[config.mk]
export PLATFORM = sky130hd
export DESIGN_NAME = sonar_sampler
export DESIGN_NICKNAME = d
export VERILOG_FILES = /design/src/rtl/sonar_sampler.sv
export SDC_FILE = /design/constraint.sdc
export NUM_CORES = 1
export LEC_CHECK = 0
export ABC_AREA = 1
export CAP_MARGIN = 20
export CORE_MARGIN = 4
export CORE_UTILIZATION = 60
export DETAILED_ROUTE_END_ITERATION = 10
export PLACE_DENSITY_LB_ADDON = 0.08
export SLEW_MARGIN = 20
export SYNTH_ARGS = -nofsm -noshare
export SYNTH_HDL_FRONTEND = slang
export SYNTH_SLANG_ARGS = --single-unit
[constraint.sdc]
create_clock -name clk -period 3.21 [get_ports clk]
set_input_delay 0.963 -clock clk [delete_from_list [all_inputs] [get_ports clk]]
set_output_delay 0.963 -clock clk [all_outputs]
set_load 0.005 [all_outputs]
[src/rtl/sonar_sampler.sv]
// sonar_sampler: periodic measure scheduler, ready-edge capture and moving average.
// Optional median-of-3 prefilter enabled by defining SONAR_SAMPLER_MEDIAN3_EN.
`timescale 1ns/1ps
module sonar_sampler #(
   parameter int  FREQ            = 50_000_000,
   parameter int  PERIOD_MS       = 60,
   parameter real RESP_TIMEOUT_MS = 50.0,
   parameter int  AVG_LOG2        = 2
) (
   input  logic       clk,
   input  logic       rst,
   input  logic       enable,
   output logic       measure,
   input  logic       drv_ready,
   input  logic [7:0] drv_distance,
   output logic [7:0] last_distance,
   output logic [7:0] avg_distance,
   output logic       avg_valid,
   output logic       no_echo,
   output logic       fault
);

   localparam int PERIOD_CYC = FREQ / 1000 * PERIOD_MS;
   localparam int RESP_CYC   = $rtoi(FREQ / 1000 * RESP_TIMEOUT_MS);
   localparam int N          = 1 << AVG_LOG2;
   localparam int SW         = 8 + AVG_LOG2;
   localparam int WPW        = (AVG_LOG2 > 0) ? AVG_LOG2 : 1;
   localparam int FW         = AVG_LOG2 + 1;
   localparam logic [FW-1:0]  N_F   = FW'(N);
   localparam logic [WPW-1:0] WP_MX = WPW'(N - 1);

   typedef enum logic [2:0] {
      S_IDLE, S_FIRE, S_WAIT, S_CAPT, S_HOLD
   } state_t;

   state_t state, state_nx;

   logic           ready_q;
   logic [31:0]    period_cnt;
   logic [31:0]    resp_cnt;
   logic [7:0]     win [N];
   logic [SW-1:0]  sum;
   logic [FW-1:0]  fill;
   logic [WPW-1:0] wp;

   logic           rise;
   logic           push;
   logic [7:0]     sample;
   logic [SW-1:0]  sum_nx;
   logic [FW-1:0]  fill_nx;

   assign rise    = ~ready_q & drv_ready;
   assign push    = (state == S_CAPT) && (drv_distance != 8'd0);
   assign sum_nx  = sum - SW'(win[wp]) + SW'(sample);
   assign fill_nx = (fill == N_F) ? fill : fill + 1'b1;

`ifdef SONAR_SAMPLER_MEDIAN3_EN
   logic [7:0] med_a;
   logic [7:0] med_b;
   logic [1:0] med_n;

   function automatic logic [7:0] med3(
      input logic [7:0] a,
      input logic [7:0] b,
      input logic [7:0] c
   );
      logic [7:0] lo, hi, m;
      lo  = (a < b) ? a : b;
      hi  = (a < b) ? b : a;
      m   = (hi < c) ? hi : c;
      return (lo > m) ? lo : m;
   endfunction

   assign sample = (med_n == 2'd2) ?
                   med3(med_b, med_a, drv_distance) : drv_distance;

   // history of the last two nonzero raw samples feeding the median
   always_ff @(posedge clk) begin
      if (rst) begin
         med_a <= '0;
         med_b <= '0;
         med_n <= '0;
      end else if (push) begin
         med_b <= med_a;
         med_a <= drv_distance;
         if (med_n != 2'd2) med_n <= med_n + 1'b1;
      end
   end
`else
   assign sample = drv_distance;
`endif

   // state register
   always_ff @(posedge clk) begin
      if (rst) state <= S_IDLE;
      else     state <= state_nx;
   end

   // next-state: fire, wait for a fresh ready rise, capture, hold off
   always_comb begin
      state_nx = state;
      unique case (state)
         S_IDLE: if (enable) state_nx = S_FIRE;
         S_FIRE: state_nx = S_WAIT;
         S_WAIT: begin
            if (rise)                 state_nx = S_CAPT;
            else if (resp_cnt == '0)  state_nx = S_HOLD;
         end
         S_CAPT: state_nx = S_HOLD;
         S_HOLD: begin
            if (!enable)                state_nx = S_IDLE;
            else if (period_cnt == '0)  state_nx = S_FIRE;
         end
         default: state_nx = S_IDLE;
      endcase
   end

   // trigger request is asserted for the single FIRE cycle
   always_comb begin
      measure = 1'b0;
      if (state == S_FIRE) measure = 1'b1;
   end

   // counters, capture, window and averaged output
   always_ff @(posedge clk) begin
      if (rst) begin
         ready_q       <= 1'b0;
         period_cnt    <= '0;
         resp_cnt      <= '0;
         fault         <= 1'b0;
         last_distance <= '0;
         avg_distance  <= '0;
         avg_valid     <= 1'b0;
         no_echo       <= 1'b0;
         sum           <= '0;
         fill          <= '0;
         wp            <= '0;
         for (int i = 0; i < N; i++) win[i] <= '0;
      end else begin
         ready_q   <= drv_ready;
         avg_valid <= 1'b0;
         no_echo   <= 1'b0;
         if (state == S_FIRE) begin
            period_cnt <= 32'(PERIOD_CYC - 1);
            resp_cnt   <= 32'(RESP_CYC - 1);
         end else if (state != S_IDLE && period_cnt != '0) begin
            period_cnt <= period_cnt - 1'b1;
         end
         if (state == S_WAIT && !rise) begin
            if (resp_cnt == '0) fault    <= 1'b1;
            else                resp_cnt <= resp_cnt - 1'b1;
         end
         if (state == S_CAPT) begin
            last_distance <= drv_distance;
            if (drv_distance == 8'd0) no_echo <= 1'b1;
         end
         if (push) begin
            sum     <= sum_nx;
            win[wp] <= sample;
            wp      <= (wp == WP_MX) ? '0 : wp + 1'b1;
            fill    <= fill_nx;
            if (fill_nx == N_F) begin
               avg_distance <= 8'(sum_nx >> AVG_LOG2);
               avg_valid    <= 1'b1;
            end
         end
      end
   end

endmodule

==> results.ini <==
[cts]
clock_sink_count=136
cts-buffers-inserted=17
ctsRootBufferMaster=clkbuf_16
cts_setup_buffers=0
clkSlewWorstSetupHoldPaths_ns=0.05
cts-resized-gates=0
cts_buffer_depth=2
cts_tree=yes
cts_hold_buffers=0
clk_latency_ns=0.42
htree_levels=4

[cells_and_area]
final_cells=1324
multi_input_area_um2=3820
regArea_um2=3040
n_fill_cell=1016
final_layout_size_suffix_gt1_share_pct=7.96
finish.instance_area_um2=8790
antennaDiodeCount=0
flow.area_growth_from_synthesis_pct=17.1
layout_net_count=1180

[synth]
synth_edf_count=32
yosys_warnings=0
yosys_register_bits=136
yosysUniqueCellTypes=36
yosys.area.top_type=dfxtp_1
dominantRegCellSynth=dfxtp_1
postSynthAreaPerCell_um2=6.94
synth.yosys.seq_area_share_pct=40.5
ys_top_cells_by_area=dfxtp_1, edfxtp_1, nand2_1
asyncSetResetFlopFracSynth_pct=0
yosysMostFrequentCell=nand2_1
area_of_the_mapped_netlist_um2=7510
post_synth_most_frequent_cells=nand2_1, nor2_1, inv_1
syn_inst=1082
syn_nets=1118
netlist.area_leader.share_pct=27.7

[power]
seqPwrFrac_pct=27.8
power_density_nw_per_um2=945
vdd_ir_drop_max_uv=558
switchingPower_mw=3.65
proportion_of_power_drawn_by_combinational_gates_pct=48.9
clockPowerShare_pct=23.4
swShare_pct=43.9
p_leak_nw=4.02
intPower_mw=4.66

[placed_design]
placed_cell_area_um2=8210
numPlacedInstances=1293
dp_worst_setup_slack_ns=-0.264
dp.final_hpwl_um=12800
port-buffer-count=31
gp_routability_congestion=0.928

[route]
drtIter0Drc=680
ant_nets=0
routed-via-count=6948
drc=0
vias_per_cell=5.25
drt_pre_antenna_iters=6
postRouteWirelength_um=17900
post_drt_wl_per_cell_um=13.5

[worst_setup_path]
crit_path_max_fanout=4
critPathKind=in -> reg
critical_path_most_common_cell=a21oi_1
required_ns=3.48
critPathSlowestCell=fa_1
path_cells=clkdlybuf4s50_1 > inv_1 > fa_1 > inv_1 > ha_1 > a21oi_1 > o21ai_2 > a21oi_1 > xor2_1 > a21oi_1
setup.worst_path.end_class=flop
crit_family=adder cells
worst-r2r-setup-slack_ns=0.38
critical_path_buf_inv_count=3
timing.critical_path.slowest_cell_delay_ns=0.54
arrival_ns=3.31
worstSetupStartpointType=input pin

[timing]
fin_tns_setup_ns=0
holdWs_ns=0.472
postLayoutSetupSlackWorst_ns=0.176
total_count_of_hold_check_failures_in_the_final_report=0
slew_viol_final=0
skew_ns=0.00825
period_minus_slack_ns=3.03
grt_setup_unrepaired=no
final_min_period_over_clock_period_pct=94.5
final-setup-viol-count=0
fmax_mhz=330
slew_headroom_pct=51.2
worstMarginPinSlew_ns=0.731

[run_status]
run_status=finished clean

[die]
design.portCount=32
die_height_um=120
die-width_um=120
rows=40
core_area_um2=12100
floorplan.die_area_um2=14400
initial_core_util_pct=62.0

[grt]
grt.total_usage_pct=26.0
gr_ovfl_total=0
grt_antenna_before_repair=0
grt_pass1_wl_um=30200
grt_start_max_net_pins=28
first_global_vias=6470

[worst_hold_path]
min-delay-path-class=reg -> reg

[run]
max-cap-violations=0

==> final cells by class <==
type,instances,area share (%)
timing repair buffer,69,6.91
clock buffer,18,4.88
sequential,136,34.6
tap,168,2.39
multi-input combinational,779,43.4
clock inverter,13,1.76
inverter,141,6.02
==> stage by stage <==
step           util [%]  power (mW)
6_report           72.6        8.31
5_1_grt            72.6        9.04
4_1_cts            72.6        8.28
3_5_place_dp       67.8        6.30
3_3_place_gp       67.8        6.21
2_1_floorplan         -        5.34
==> cells in the final DEF, fill, tap and decap left out, types with 4 or more instances in the layout <==
master	count
nand2_2	4
dfxtp_1	104
or2_2	4
xnor2_1	11
nand4_1	14
nor2_1	223
nand3_1	47
nand3b_1	7
fa_1	8
nor2_4	6
o22ai_1	14
edfxtp_1	32
ha_1	16
xor2_1	18
buf_4	37
a21oi_1	60
nand2_1	244
inv_1	137
clkdlybuf4s50_1	31
clkbuf_16	17
nor3_1	11
and2_1	4
o21ai_0	67
nor2_2	6
==> worst register-to-register path: cells and delay by family (launching register included) <==
family                     cells  cell delay [ns]
adders and majority gates      2             0.84
DFF                            1             0.50
AOI/OAI and AO/OA              6             0.88
buffers and inverters          2             0.23
xor gates and xnor gates       1             0.23
==> per-layer routing <==
| layer | wire length [um] | share of wire (%) | GRT usage, % |
|---|---|---|---|
| met1 | 8500 | 47 | 35.6 |
| met2 | 8060 | 45 | 41.2 |
| met3 | 959 | 5.4 | 4.85 |
| met4 | 410 | 2.3 | 9.95 |
| met5 | 0 | 0 | 0 |
==> worst paths after layout <==
check	depth (start not counted)	end	startpoint
setup / recovery	10	avg_distance[3]	drv_distance[2]
hold reg to reg	2	avg_distance[1]	avg_distance[1]
hold / removal	2	avg_distance[1]	avg_distance[1]
setup reg to reg	11	avg_distance[3]	flop
==> state kept, by name (all words and copies together) (netlist names), named ones only <==
name / flops
avg_distance: 8
sum: 10
no_echo: 1
ready_q: 1
fill: 3
resp_cnt: 32
avg_valid: 1
last_distance: 8
period_cnt: 32
wp: 2
fault: 1
win: 32
state: 3
==> power by group through the flow <==
stage	sequential, mW	combinational [mW]	clock, mW
3_5_place_dp	2.33	3.97	0
5_1_grt	2.34	4.65	2.04
6_report	2.31	4.06	1.94
3_3_place_gp	2.33	3.89	0
4_1_cts	2.30	4.01	1.97
2_1_floorplan	2.27	3.07	0
==> logic make-up after synthesis <==
logic type                 count (synthesis)  synth area share, %
and+or+nand+nor                          575                 32.1
xor gates and xnor gates                  29                 3.38
buffers and inverters                    167                 8.69
DFF                                      136                 40.5
AOI/OAI and AO/OA                        151                 10.5
adders and majority gates                 24                 4.80
Note: power is estimated with default switching activity, not from simulation.
